## src/rtl/uart_fifo_pkg.sv

```systemverilog
// Shared types and width helpers for the UART transmit FIFO path.
package uart_fifo_pkg;

  typedef enum logic [1:0] {IDLE, WAIT_BUSY, WAIT_IDLE} tx_state_t;

  function automatic int ptr_w(input int depth);
    return $clog2(depth);
  endfunction

  function automatic int cnt_w(input int depth);
    return $clog2(depth) + 1;
  endfunction

endpackage

```

## src/rtl/sync_fifo_mem.sv

```systemverilog
// DATA_W x DEPTH storage: synchronous write, registered read that doubles as the launch data register.
module sync_fifo_mem import uart_fifo_pkg::*; #(
  parameter int DATA_W = 8,
  parameter int DEPTH  = 16,
  parameter int PTR_W  = ptr_w(DEPTH)
) (
  input  logic              clock,
  input  logic              rst,
  input  logic              we,
  input  logic [PTR_W-1:0]  waddr,
  input  logic [DATA_W-1:0] wdata,
  input  logic              re,
  input  logic [PTR_W-1:0]  raddr,
  output logic [DATA_W-1:0] rdata
);

  logic [DATA_W-1:0] mem [DEPTH];

  always_ff @(posedge clock) begin
    if (we) mem[waddr] <= wdata;
  end

  // Only loaded on a launch, so rdata holds the last launched byte.
  always_ff @(posedge clock) begin
    if (rst)     rdata <= '0;
    else if (re) rdata <= mem[raddr];
  end

endmodule

```

## src/rtl/uart_tx_fifo_ctrl.sv

```systemverilog
// Transmit-side FIFO and TI-handshake sequencer: buffers host bytes and releases
// them one per WR strobe, with overflow/timeout reporting, flush and watermark.
module uart_tx_fifo_ctrl import uart_fifo_pkg::*; #(
  parameter int DATA_W   = 8,
  parameter int DEPTH    = 16,
  parameter int AF_LEVEL = DEPTH - 2,
  parameter int EDGE_WR  = 1,
  parameter int BUSY_TO  = 1023
) (
  input  logic                      clock,
  input  logic                      rst,
  input  logic                      en,
  input  logic [DATA_W-1:0]         din,
  input  logic                      flush,
  input  logic                      clr_err,
  input  logic                      TI,
  output logic                      WR,
  output logic [DATA_W-1:0]         dout,
  output logic                      full,
  output logic                      empty,
  output logic                      almost_full,
  output logic [cnt_w(DEPTH)-1:0]   count,
  output logic                      overflow,
  output logic                      timeout
);

  localparam int PTR_W  = ptr_w(DEPTH);
  localparam int CNT_W  = cnt_w(DEPTH);
  localparam int TCNT_W = (BUSY_TO > 1) ? $clog2(BUSY_TO) : 1;
  localparam logic [TCNT_W-1:0] TO_LAST = TCNT_W'((BUSY_TO > 0) ? BUSY_TO - 1 : 0);

  logic              en_s1, en_s2;
  logic              push_req, push, pop;
  logic [PTR_W-1:0]  wptr, rptr;
  logic [TCNT_W-1:0] tcnt;
  tx_state_t         state;

  assign push_req    = (EDGE_WR != 0) ? (en_s1 & ~en_s2) : en_s1;
  assign push        = push_req & ~full & ~flush;
  assign pop         = (state == IDLE) & TI & ~empty;
  assign full        = (count == CNT_W'(DEPTH));
  assign empty       = (count == '0);
  assign almost_full = (count >= CNT_W'(AF_LEVEL));

  always_ff @(posedge clock) begin
    if (rst) begin
      en_s1 <= 1'b0;
      en_s2 <= 1'b0;
    end else begin
      en_s1 <= en;
      en_s2 <= en_s1;
    end
  end

  // Flush clears occupancy only; a pop on the same edge still launches its byte.
  always_ff @(posedge clock) begin
    if (rst) begin
      wptr     <= '0;
      rptr     <= '0;
      count    <= '0;
      overflow <= 1'b0;
    end else begin
      if (flush) begin
        wptr  <= '0;
        rptr  <= '0;
        count <= '0;
      end else begin
        if (push) wptr <= wptr + PTR_W'(1);
        if (pop)  rptr <= rptr + PTR_W'(1);
        if (push && !pop)      count <= count + CNT_W'(1);
        else if (!push && pop) count <= count - CNT_W'(1);
      end
      if (clr_err)         overflow <= 1'b0;
      if (push_req && full) overflow <= 1'b1;
    end
  end

  always_ff @(posedge clock) begin
    if (rst) begin
      state   <= IDLE;
      WR      <= 1'b0;
      tcnt    <= '0;
      timeout <= 1'b0;
    end else begin
      WR <= 1'b0;
      if (clr_err) timeout <= 1'b0;
      case (state)
        IDLE: if (pop) begin
          WR    <= 1'b1;
          tcnt  <= '0;
          state <= WAIT_BUSY;
        end
        WAIT_BUSY: begin
          if (!TI) state <= WAIT_IDLE;
          else if (BUSY_TO != 0 && tcnt == TO_LAST) begin
            timeout <= 1'b1;
            state   <= IDLE;
          end else tcnt <= tcnt + TCNT_W'(1);
        end
        WAIT_IDLE: if (TI) state <= IDLE;
        default: state <= IDLE;
      endcase
    end
  end

  sync_fifo_mem #(.DATA_W(DATA_W), .DEPTH(DEPTH), .PTR_W(PTR_W)) u_mem (
    .clock (clock),
    .rst   (rst),
    .we    (push),
    .waddr (wptr),
    .wdata (din),
    .re    (pop),
    .raddr (rptr),
    .rdata (dout)
  );

endmodule

```

## config.mk

```make
export PLATFORM = sky130hd
export DESIGN_NAME = uart_tx_fifo_ctrl
export DESIGN_NICKNAME = d
export VERILOG_FILES = /design/src/rtl/uart_fifo_pkg.sv /design/src/rtl/sync_fifo_mem.sv /design/src/rtl/uart_tx_fifo_ctrl.sv
export SDC_FILE = /design/constraint.sdc
export NUM_CORES = 1
export LEC_CHECK = 0
export CORE_MARGIN = 4
export CORE_UTILIZATION = 60
export CTS_CLUSTER_SIZE = 24
export DETAILED_ROUTE_END_ITERATION = 12
export PLACE_DENSITY = 0.76
export RECOVER_POWER = 100
export SYNTH_ARGS = -nofsm -noshare
export SYNTH_HDL_FRONTEND = slang
export SYNTH_SLANG_ARGS = --single-unit
```

## constraint.sdc

```tcl
create_clock -name clock -period 3.35 [get_ports clock]
set_input_delay 0.5025 -clock clock [delete_from_list [all_inputs] [get_ports clock]]
set_output_delay 0.5025 -clock clock [all_outputs]
set_load 0.03 [all_outputs]
```

Word-level counts from Yosys, hierarchy flattened

Memories as Yosys holds them, arrays and structs flattened. A register that Yosys moved wholly into a read port is not among the register bits.
Index checks and enable logic that the tools add are counted.

Equal/unequal tests: 9
Reduce and logical (&&, ||, !) cells: 14
Bitwise operators: 10
Muxes and demuxes: 20
Add/subtract/negate cells: 5
Order comparisons: 1

Operators by type and width:

| operator                | count |
|---|---|
| $mux W10                | 3 |
| $pmux W10 S2            | 1 |
| $add A10 B1 Y10 const B | 1 |
| $eq A10 B10 Y1 const B  | 1 |
| $mux W5                 | 2 |
| $mux W1                 | 9 |
| $add A4 B1 Y4 const B   | 2 |
| $mux W2                 | 4 |
| $ne A2 B2 Y1 const B    | 4 |
| $pmux W2 S3             | 1 |
| $reduce_bool A2 Y1      | 3 |
| $add A5 B1 Y5 const B   | 1 |
| $and A1 B1 Y1           | 5 |
| $eq A5 B5 Y1 const B    | 1 |
| $ge A5 B4 Y1 const B    | 1 |
| $logic_not A5 Y1        | 1 |
| $not A1 Y1              | 5 |
| $sub A5 B1 Y5 const B   | 1 |
| $reduce_and A4 Y1       | 1 |
| $reduce_or A2 Y1        | 2 |
| $logic_and A1 B1 Y1     | 3 |
| $ne A3 B3 Y1 const B    | 1 |
| $reduce_and A3 Y1       | 1 |
| $eq A2 B1 Y1 const B    | 1 |
| other kinds (3)         | 4 |

Memory bits (writable): 128
Bits of input ports: 14
Output and inout port bits: 19
Memories kept: 1
Word-level logic and storage cells: 70
Register bits: 30

Memories:

| memory    | words | width | rd ports | clocked after Yosys merged registers in | wr ports | line                | text |
|---|---|---|---|---|---|---|---|
| u_mem.mem | 16    | 8     | 1        | 1                                       | 1        | sync_fifo_mem.sv:17 | `logic [DATA_W-1:0] mem [DEPTH];` |

Depth between registers and ports, before layout

Gate-level depths: netlist of the first run.

Depth after elaboration: 8
Depth in mapped cells: 12
Depth with buffers taken out: 10

Hierarchy

From an unflattened synthesis of the first run, not the netlist that was laid out.

Cells, all modules: 491
Area, all modules: 6,989.2 µm²

Modules (own cells, without submodules):

| module            | area each (µm²) | cells each | sequential area each (µm²) | instances |
|---|---|---|---|---|
| sync_fifo_mem     | 5,343.9         | 316        | 4,003.8                    | 1 |
| uart_tx_fifo_ctrl | 1,645.3         | 175        | 600.6                      | 1 |

Least setup slack after synthesis of the first run

Ideal clock, no wire load.

Path kind: register -> register
From: reg count[0]
To: reg count[4]
Library setup time: 0.072 ns
Data arrival time: 2.776 ns
Period minus slack after synthesis: 2.848 ns
Stages on the path, launching flop included: 12
Data required time: 3.278 ns
Slack: 0.502 ns
Buffers on the path: 1
Path through: dfxtp_1 > nor4_1 > a21boi_0 > buf_2 > inv_1 > ha_1 > inv_1 > fa_1 > a21o_1 > a21oi_1 > mux2i_1 > mux2i_1

Cells in the longest elaborated chain, start to end: 7
Elaborated cells on any way between the ends: 16
Those cells by class: 2 x add/sub; 1 x eq/ne; 2 x mux; 5 x bitwise; 6 x reduce/logical

RTL lines:

| what                                                                  | line                    | text |
|---|---|---|
| start, declared                                                       | uart_tx_fifo_ctrl.sv:22 | `output logic [cnt_w(DEPTH)-1:0] count,` |
| start signal, assigned                                                | uart_tx_fifo_ctrl.sv:70 | `if (push && !pop) count <= count + CNT_W'(1);` |
| start signal, assigned                                                | uart_tx_fifo_ctrl.sv:71 | `else if (!push && pop) count <= count - CNT_W'(1);` |
| parallel branches: the longest is 7 deep, another holds $sub A5 B1 Y5 | n/a                     |  |

Several ways; the timed one is not identified. The select of a mux whose other input is x is not followed.
A chain may end at the register's enable or synchronous reset.

Worst setup path in the final report of the first run

From: reg count[0]
To: out full

Cells in the longest elaborated chain, start to end: 1

RTL lines:

| what          | line                    | text |
|---|---|---|
| $eq A5 B5 Y1  | uart_tx_fifo_ctrl.sv:41 | `assign full = (count == CNT_W'(DEPTH));` |
| end, declared | uart_tx_fifo_ctrl.sv:19 | `output logic full,` |

Every way passes these cells.

==> flow_summary.yaml, run 1 <==
status:
  status: "finished with violations"
  violations: "capacitance limit"
global_route:
  grtUsageTotal_pct: 22.3
  gr-total-overflow: 0
  antenna_found_initial: 0
  grt_pass1_vias: 4029
  grt_max_degree: 43
  grt_pass1_wl_um: 21800
cells_and_area:
  area_growth_pct: 13.7
  fin_nets: 553
  layout_commonest_cell: "edfxtp_1"
  final_util_pct: 70.9
  drive_gt1_share_pct: 6.85
  nFillCells: 753
  regArea_mm2: 0.00461
  multi_input_area_mm2: 0.00205
  n_antenna_cell: 0
  layout_common_cells: "edfxtp_1 (128), mux2i_1 (69), dfxtp_1 (37), nor2_1 (32), o22ai_1 (32)"
job:
  maxCapViolCount: 1
cts:
  cts_resized: 0
  root_buffer: "clkbuf_16"
  cts_buffers: 17
  h-tree-depth: 4
  clk_pin_slew_ns: 0.05
  cts_num_sinks: 166
  clock_path_buffers: 2
  clk_latency_ns: 0.42
  tritoncts: "yes"
  cts_hold_buf: 0
  cts_setup_buffers: 0
routing:
  via_per_inst: 6.05
  first_pass_iters: 5
  ant_nets: 0
  wl_per_cell_um: 20.2
  wl_um: 13700
  drt_drc_violations_left: 0
  vias: 4111
  drt_iter0_drc: 306
critical_path:
  worstSetupPathType: "flop to output pin"
  max_stage_delay_ns: 0.75
  reg2reg_slack_ns: 0.53
  crit_chain: "or4_1 -> nor2_1 -> dlygate4sd3_1"
  worstPathArrival_ns: 2.38
  end_kind: "output pin"
  critPathSlowestCell: "dlygate4sd3_1"
  crit_required_ns: 2.85
  crit_fanout: 6
  start_kind: "flop"
die:
  fp.dieW_um: 115
  die_area_mm2: 0.0132
  ios: 33
  rows: 38
  core-area_mm2: 0.0110
  die_h_um: 115
  start_util_pct: 62.3
pwr:
  powerDensity_mw_per_mm2: 554
  leakagePower_nw: 2.48
  ir_drop_mv: 0.378
sta:
  report.final.slew_viol_count: 0
  rsz0062_at_grt: "no"
  tightest_slew_ns: 1.45
  finClkSkew_ns: 0.00675
  hold_viol: 0
  setup_tns_ns: 0
  fmax_ghz: 0.346
  setup_viol: 0
  period_needed_ns: 2.89
  slew_headroom_pct: 1.80
  finalCritPeriodShare_pct: 86.2
synth:
  syn_avg_cell_area_um2: 14.1
  ys_types: 48
  synth-edff-count: 128
  ys_ff_latch: 166
  synth_nets: 513
  seq_area_frac_synth_pct: 67.3
  synthFlopType: "edfxtp_1"
  async_flop_share_pct: 0
  syn_inst: 487
  syn-cell-area_mm2: 0.00684
  ys_warn_count: 0
placement:
  dpl.hpwl_um: 9060
  port_buffers: 32
  routabilityCongestion: 0.834
min_path:
  hold_class: "flop to flop"
## synth_stat cells, types with 2 or more instances
cell / count / share of area (%)
edfxtp_1: 128 / 56
mux2i_1: 69 / 10
dfxtp_1: 38 / 11
nor2_1: 32 / 1.8
o22ai_1: 32 / 2.9
a21oi_1: 20 / 1.5
nand2_1: 15 / 0.82
clkbuf_1: 14 / 0.77
ha_1: 11 / 2.0
o21ai_0: 11 / 0.80
inv_1: 10 / 0.55
buf_2: 9 / 0.66
nor3_1: 9 / 0.66
nor4_1: 9 / 0.82
nand3_1: 8 / 0.59
nor2b_1: 6 / 0.55
nand3b_1: 5 / 0.55
xnor2_1: 5 / 0.64
xor2_1: 5 / 0.64
and3_1: 4 / 0.37
nand2b_1: 4 / 0.37
o31ai_1: 4 / 0.44
or4_1: 4 / 0.44
a311oi_2: 3 / 0.66
or3b_2: 3 / 0.38
a21o_1: 2 / 0.22
a41oi_1: 2 / 0.26
buf_1: 2 / 0.11
nand4_1: 2 / 0.18
o211ai_1: 2 / 0.22
or3_1: 2 / 0.18
## registers in the layout, indices dropped and copies added, names as in the netlist
signal / flops
en_s1: 1
u_mem.mem: 128
wptr: 4
timeout: 1
rptr: 4
count: 5
WR: 1
en_s2: 1
overflow: 1
tcnt: 10
state: 2
u_mem.rdata: 8
## per-stage QoR
stage	std cells	setup slack [ns]	hold slack (ns)	area [µm²]	power, mW
floorplan	487	0.502	0.451	6840	2.56
global placement	648	0.334	0.468	7350	2.71
detailed placement	648	0.227	0.484	7350	2.73
CTS	680	0.455	0.495	7850	4.37
global route	680	0.310	0.520	7780	4.48
finish	680	0.463	0.498	7780	4.31
## per-layer routing
| layer | wire [µm] | GRT usage, % |
|---|---|---|
| met1 | 5950 | 30.1 |
| met3 | 880 | 5.89 |
| met5 | 0 | 0 |
| met4 | 301 | 8.06 |
| met2 | 6570 | 35.4 |
## power breakdown
group          internal (mW)  switching, mW  total (mW)
logic                  0.133          0.240       0.372
clock network          0.942          0.715        1.66
registers               2.25         0.0324        2.28
## worst paths after layout
| path | cells after the start | end | from |
|---|---|---|---|
| setup / recovery | 3 | full | count[0] |
| hold / removal | 1 | en_s2 | en_s1 |
| setup reg to reg | 4 | tcnt[3] | count[0] |
| hold reg to reg | 1 | en_s2 | en_s1 |
## worst max-delay path, delay by kind of cell (launching register included)
family	cells	cell delay [ns]
and+or+nand+nor	2	0.83
buffers and inverters	1	0.75
DFF	1	0.38
## cell type report
class | count | area share (%)
Multi-Input combinational cell | 284 | 26.4
Clock buffer | 26 | 5.90
Inverter | 10 | 0.482
Clock inverter | 6 | 0.466
Tap cell | 140 | 2.25
Timing Repair Buffer | 48 | 5.29
Sequential cell | 166 | 59.2
## cell families (layout without fill, tap and decap cells)
logic type                 Yosys count  count (layout)  share of synthesized area (%)
DFF                                166             166                           67.3
xor gates and xnor gates            10              10                           1.28
adders and majority gates           12              12                           2.30
buffers and inverters               37              90                           2.36
and+or+nand+nor                    108             108                           8.30
AOI/OAI and AO/OA                   85              85                           8.39
muxes                               69              69                           10.1
Note: power is estimated with default switching activity, not from simulation.
==> run 2: changes to the inputs <==
- CORE_MARGIN: 4 -> unset
==> run 2 against run 1 <==
  * The run now ends clean
  * Worst hold slack worse by 0.024 ns
  * Final cell count decreased by 0.74%
  * First-iteration DRC count increased by 21%
  * Final area rose by 0.37%
  * Register-to-register slack is essentially flat
  * Utilization is 0.26 points higher
  * Count of clock-buffer cells in the layout decreased by 7
  * Clock skew down 0.0015 ns
  * Combinational power about the same
  * Die area down 10%
  * Non-clock buffer count decreased by 5
  * Critical path depth stayed put
  * Critical path type unchanged
  * Largest power group unchanged
==> flow_summary.yaml, run 2 (synthesized netlist as in run 1, its figures left out) <==
sta:
  tightest_slew_ns: 1.40
  setup_viol: 0
  report.final.slew_viol_count: 0
  finalCritPeriodShare_pct: 87.7
  setup_tns_ns: 0
  finClkSkew_ns: 0.00526
  fmax_ghz: 0.340
  rsz0062_at_grt: "no"
  period_needed_ns: 2.94
  slew_headroom_pct: 5.04
  hold_viol: 0
cells_and_area:
  largest_reg_flops: 128
  layout_common_cells: "edfxtp_1 (128), mux2i_1 (69), dfxtp_1 (37), nor2_1 (32), o22ai_1 (32)"
  layout_commonest_cell: "edfxtp_1"
  n_antenna_cell: 0
  area_growth_pct: 14.1
  nFillCells: 740
  largest_register: "u_mem.mem"
  fin_nets: 548
  drive_gt1_share_pct: 6.73
  largestRegisters: "u_mem.mem (128), tcnt (10), u_mem.rdata (8)"
critical_path:
  worstPathArrival_ns: 2.44
  crit_chain: "or4_1 -> nor2_1 -> dlygate4sd3_1"
  cp.depth: 3
  critPathTopFamily: "simple AND/OR/NAND/NOR gates"
  crit_fanout: 6
  rr_startpoint: "count[0]"
  critPathLaunch: "count[0]"
  critPathSlowestCell: "dlygate4sd3_1"
  start_kind: "flop"
  end_kind: "output pin"
  ff2ff_path_depth: 11
  crit_required_ns: 2.85
  worst-path-buf-inv: 1
  worstSetupPathType: "flop to output pin"
  max_stage_delay_ns: 0.76
cts:
  clk_pin_slew_ns: 0.06
  clock_path_buffers: 2
  cts_setup_buffers: 0
  tritoncts: "yes"
  h-tree-depth: 4
  cts_buffers: 17
  cts_resized: 0
  cts_hold_buf: 0
  root_buffer: "clkbuf_16"
  cts_num_sinks: 166
  clk_latency_ns: 0.42
pwr:
  powerDensity_mw_per_mm2: 570
  power_mw: 4.46
  leakagePower_nw: 2.49
  ir_drop_mv: 0.491
routing:
  via_per_inst: 6.11
  ant_nets: 0
  wl_per_cell_um: 20.0
  first_pass_iters: 5
  drt_drc_violations_left: 0
  drt_iter0_drc: 371
  wl_um: 13500
  vias: 4124
global_route:
  grt_pass1_vias: 3967
  grt_max_degree: 35
  gr-total-overflow: 0
  grtUsageTotal_pct: 25.2
  grt_pass1_wl_um: 21200
  antenna_found_initial: 0
min_path:
  holdPathStages: 1
  hp-start: "tcnt[8]"
  hold_class: "flop to flop"
die:
  core-area_mm2: 0.0110
  die_h_um: 109
  rows: 38
  start_util_pct: 62.3
  fp.dieW_um: 109
  die_area_mm2: 0.0118
  ios: 33
placement:
  port_buffers: 32
  routabilityCongestion: 0.817
  dpl.hpwl_um: 9010
status:
  status: "finished clean"
job:
  maxCapViolCount: 0
[run 2: changes by cell type in the layout (fill, tap and decap cells not counted), sizes merged]
cell      change
clkinv        +3
buf           -1
bufinv        +2
clkbuf       -11
clkinvlp      +2
[run 2: per-layer routing]
layer / wire (µm) / vias to the layer above / part of all wire [%] / global-route usage, %
met5: 0 / - / 0 / 0
met4: 203 / 0 / 1.5 / 7.82
met3: 870 / 20 / 6.5 / 7.11
met2: 6460 / 126 / 48 / 39.0
met1: 5950 / 2040 / 44 / 34.7
li1: - / 1938 / - / -
[run 2: path summary, 6_finish.rpt]
kind | endpoint | slack, ns
max | full | 0.41
min | tcnt[8] | 0.47
max reg2reg | count[4] | 0.53
min reg2reg | tcnt[8] | 0.47
[run 2: final cells by class]
type                       count  area (µm²)  share of cell area [%]
clock buffer                  19         433                    5.54
clock inverter                13         114                    1.46
inverter                      10        37.5                   0.481
multi-input combinational    284        2050                    26.3
sequential                   166        4610                    59.0
tap                          140         175                    2.24
timing repair buffer          43         389                    4.98
[run 2: where the power goes]
group | internal [mW] | switching, mW
clock | 1.07 | 0.725
sequential | 2.25 | 0.0336
combinational | 0.132 | 0.242
[run 2: stage by stage]
step           utilization [%]  std cells  hold slack, ns  cell area (µm²)  worst slack [ns]
2_1_floorplan                -        487           0.451             6840             0.502
3_3_place_gp              66.6        643           0.469             7310             0.341
3_5_place_dp              66.6        643           0.470             7310             0.243
4_1_cts                   71.6        675           0.477             7860             0.409
5_1_grt                   71.1        675           0.499             7810             0.257
6_report                  71.1        675           0.475             7810             0.410
==> edit: new RTL, settings of run 2 <==
`DATA_W` is set to 8 in 2 places; all go to 6.
--- a/src/rtl/sync_fifo_mem.sv
+++ b/src/rtl/sync_fifo_mem.sv
@@ -1,6 +1,6 @@
 // DATA_W x DEPTH storage: synchronous write, registered read that doubles as the launch data register.
 module sync_fifo_mem import uart_fifo_pkg::*; #(
-  parameter int DATA_W = 8,
+  parameter int DATA_W = 6,
   parameter int DEPTH  = 16,
   parameter int PTR_W  = ptr_w(DEPTH)
 ) (
--- a/src/rtl/uart_tx_fifo_ctrl.sv
+++ b/src/rtl/uart_tx_fifo_ctrl.sv
@@ -1,7 +1,7 @@
 // Transmit-side FIFO and TI-handshake sequencer: buffers host bytes and releases
 // them one per WR strobe, with overflow/timeout reporting, flush and watermark.
 module uart_tx_fifo_ctrl import uart_fifo_pkg::*; #(
-  parameter int DATA_W   = 8,
+  parameter int DATA_W   = 6,
   parameter int DEPTH    = 16,
   parameter int AF_LEVEL = DEPTH - 2,
   parameter int EDGE_WR  = 1,
Interface: changed (resized din and dout); port bits go from 33 to 29. No check against the original RTL was run, so the function may have changed too.
==> edit against run 2 <==
- cell area is 17% lower
- first-iteration DRC count is 33% lower
- die area is 19% lower
- setup slack worse by 0.057 ns
- sequential cell count is 34 lower
- area after synthesis is 19% lower
- wire length is 17% lower
- count of clock-buffer cells in the layout is 2 lower
- power is 10% lower
- core utilization is 2.2 points higher
- via count is 17% lower
- largest cell class unchanged
==> edit: results (changes against run 2) <==
* Outcome: completed (unchanged)
* Synth Area in Adders at 0.0284 (was 0.0230)
* Pin count of the biggest net entering global routing at 34 (was 35)
* Worst VDD drop at 0.000562 V (was 0.000491 V)
* Worst reg-to-reg path cell count at 10 (was 11)
* P_sw at 1.00 mW (about the same)
* Largest registers: u_mem.mem: 96 flops, tcnt: 10 flops, u_mem.rdata: 6 flops (was u_mem.mem: 128 flops, tcnt: 10 flops, u_mem.rdata: 8 flops)
* Compound-Gate Fraction of Synth Area at 0.0865 (was 0.0839)
* Worst Path Arrival at 2.49 ns (was 2.44 ns)
* Rel. slew slack at 0.560 (was 0.0504)
* Period utilisation layout at 0.895 (was 0.877)
* Bufs w/o clock at 38 (was 43)
* Multi-In Gates at 239 (was 284)
* Final clock-cell share at 0.0918 (was 0.0700)
* GR Util met3 at 0.0716 (was 0.0711)
* Non-clock inverters at 8 (was 10)
* Xor/xnor share of the synthesized area at 0.0158 (was 0.0128)
* Nets at 460 (was 548)
* Register area at 0.00360 mm² (was 0.00461 mm²)
* WL/cell at 20.2 µm (was 20.0 µm)
* Synth area leaders: edfxtp_1 52%, dfxtp_1 13%, mux2i_1 6.5% (was edfxtp_1 56%, dfxtp_1 11%, mux2i_1 10%)
* Sequential-to-total area share from yosys stat at 0.649 (was 0.673)
* Synth top cells by count: 96 x edfxtp_1, 36 x dfxtp_1, 36 x mux2i_1 (was 128 x edfxtp_1, 69 x mux2i_1, 38 x dfxtp_1)
* Sink Count at 132 (was 166)
* First-pass GRT wire length at 18,000 µm (was 21,200 µm)
* Part of the power in registers at 0.453 (was 0.512)
-- edit: cell types whose count changed in the layout (fill, tap and decap cells not counted), sizes merged, moves of 5 or more --
cell | run 2 | this run
mux2i | 69 | 36
edfxtp | 128 | 96
o22ai | 32 | 16
inv | 10 | 18
mux4 | 0 | 8
clkinv | 8 | 1
nor4 | 9 | 2
a31oi | 1 | 7
dlygate4sd3 | 29 | 24
-- edit: stage by stage --
stage / power (mW) / cell area, µm² / instances / hold WS (ns) / util
after floorplan: 2.07 / 5550 / 398 / 0.453 / -
after global placement: 2.20 / 5960 / 525 / 0.460 / 0.673
after detailed placement: 2.21 / 5960 / 525 / 0.469 / 0.673
after CTS: 4.05 / 6550 / 557 / 0.478 / 0.741
after global routing: 4.14 / 6490 / 557 / 0.500 / 0.733
final: 4.01 / 6490 / 557 / 0.477 / 0.733
-- edit: critical path, delay by kind of cell, from the launching register on --
family	cells	cell delay, ns
buf+inv	1	0.75
simple gates	2	0.82
flops	1	0.40
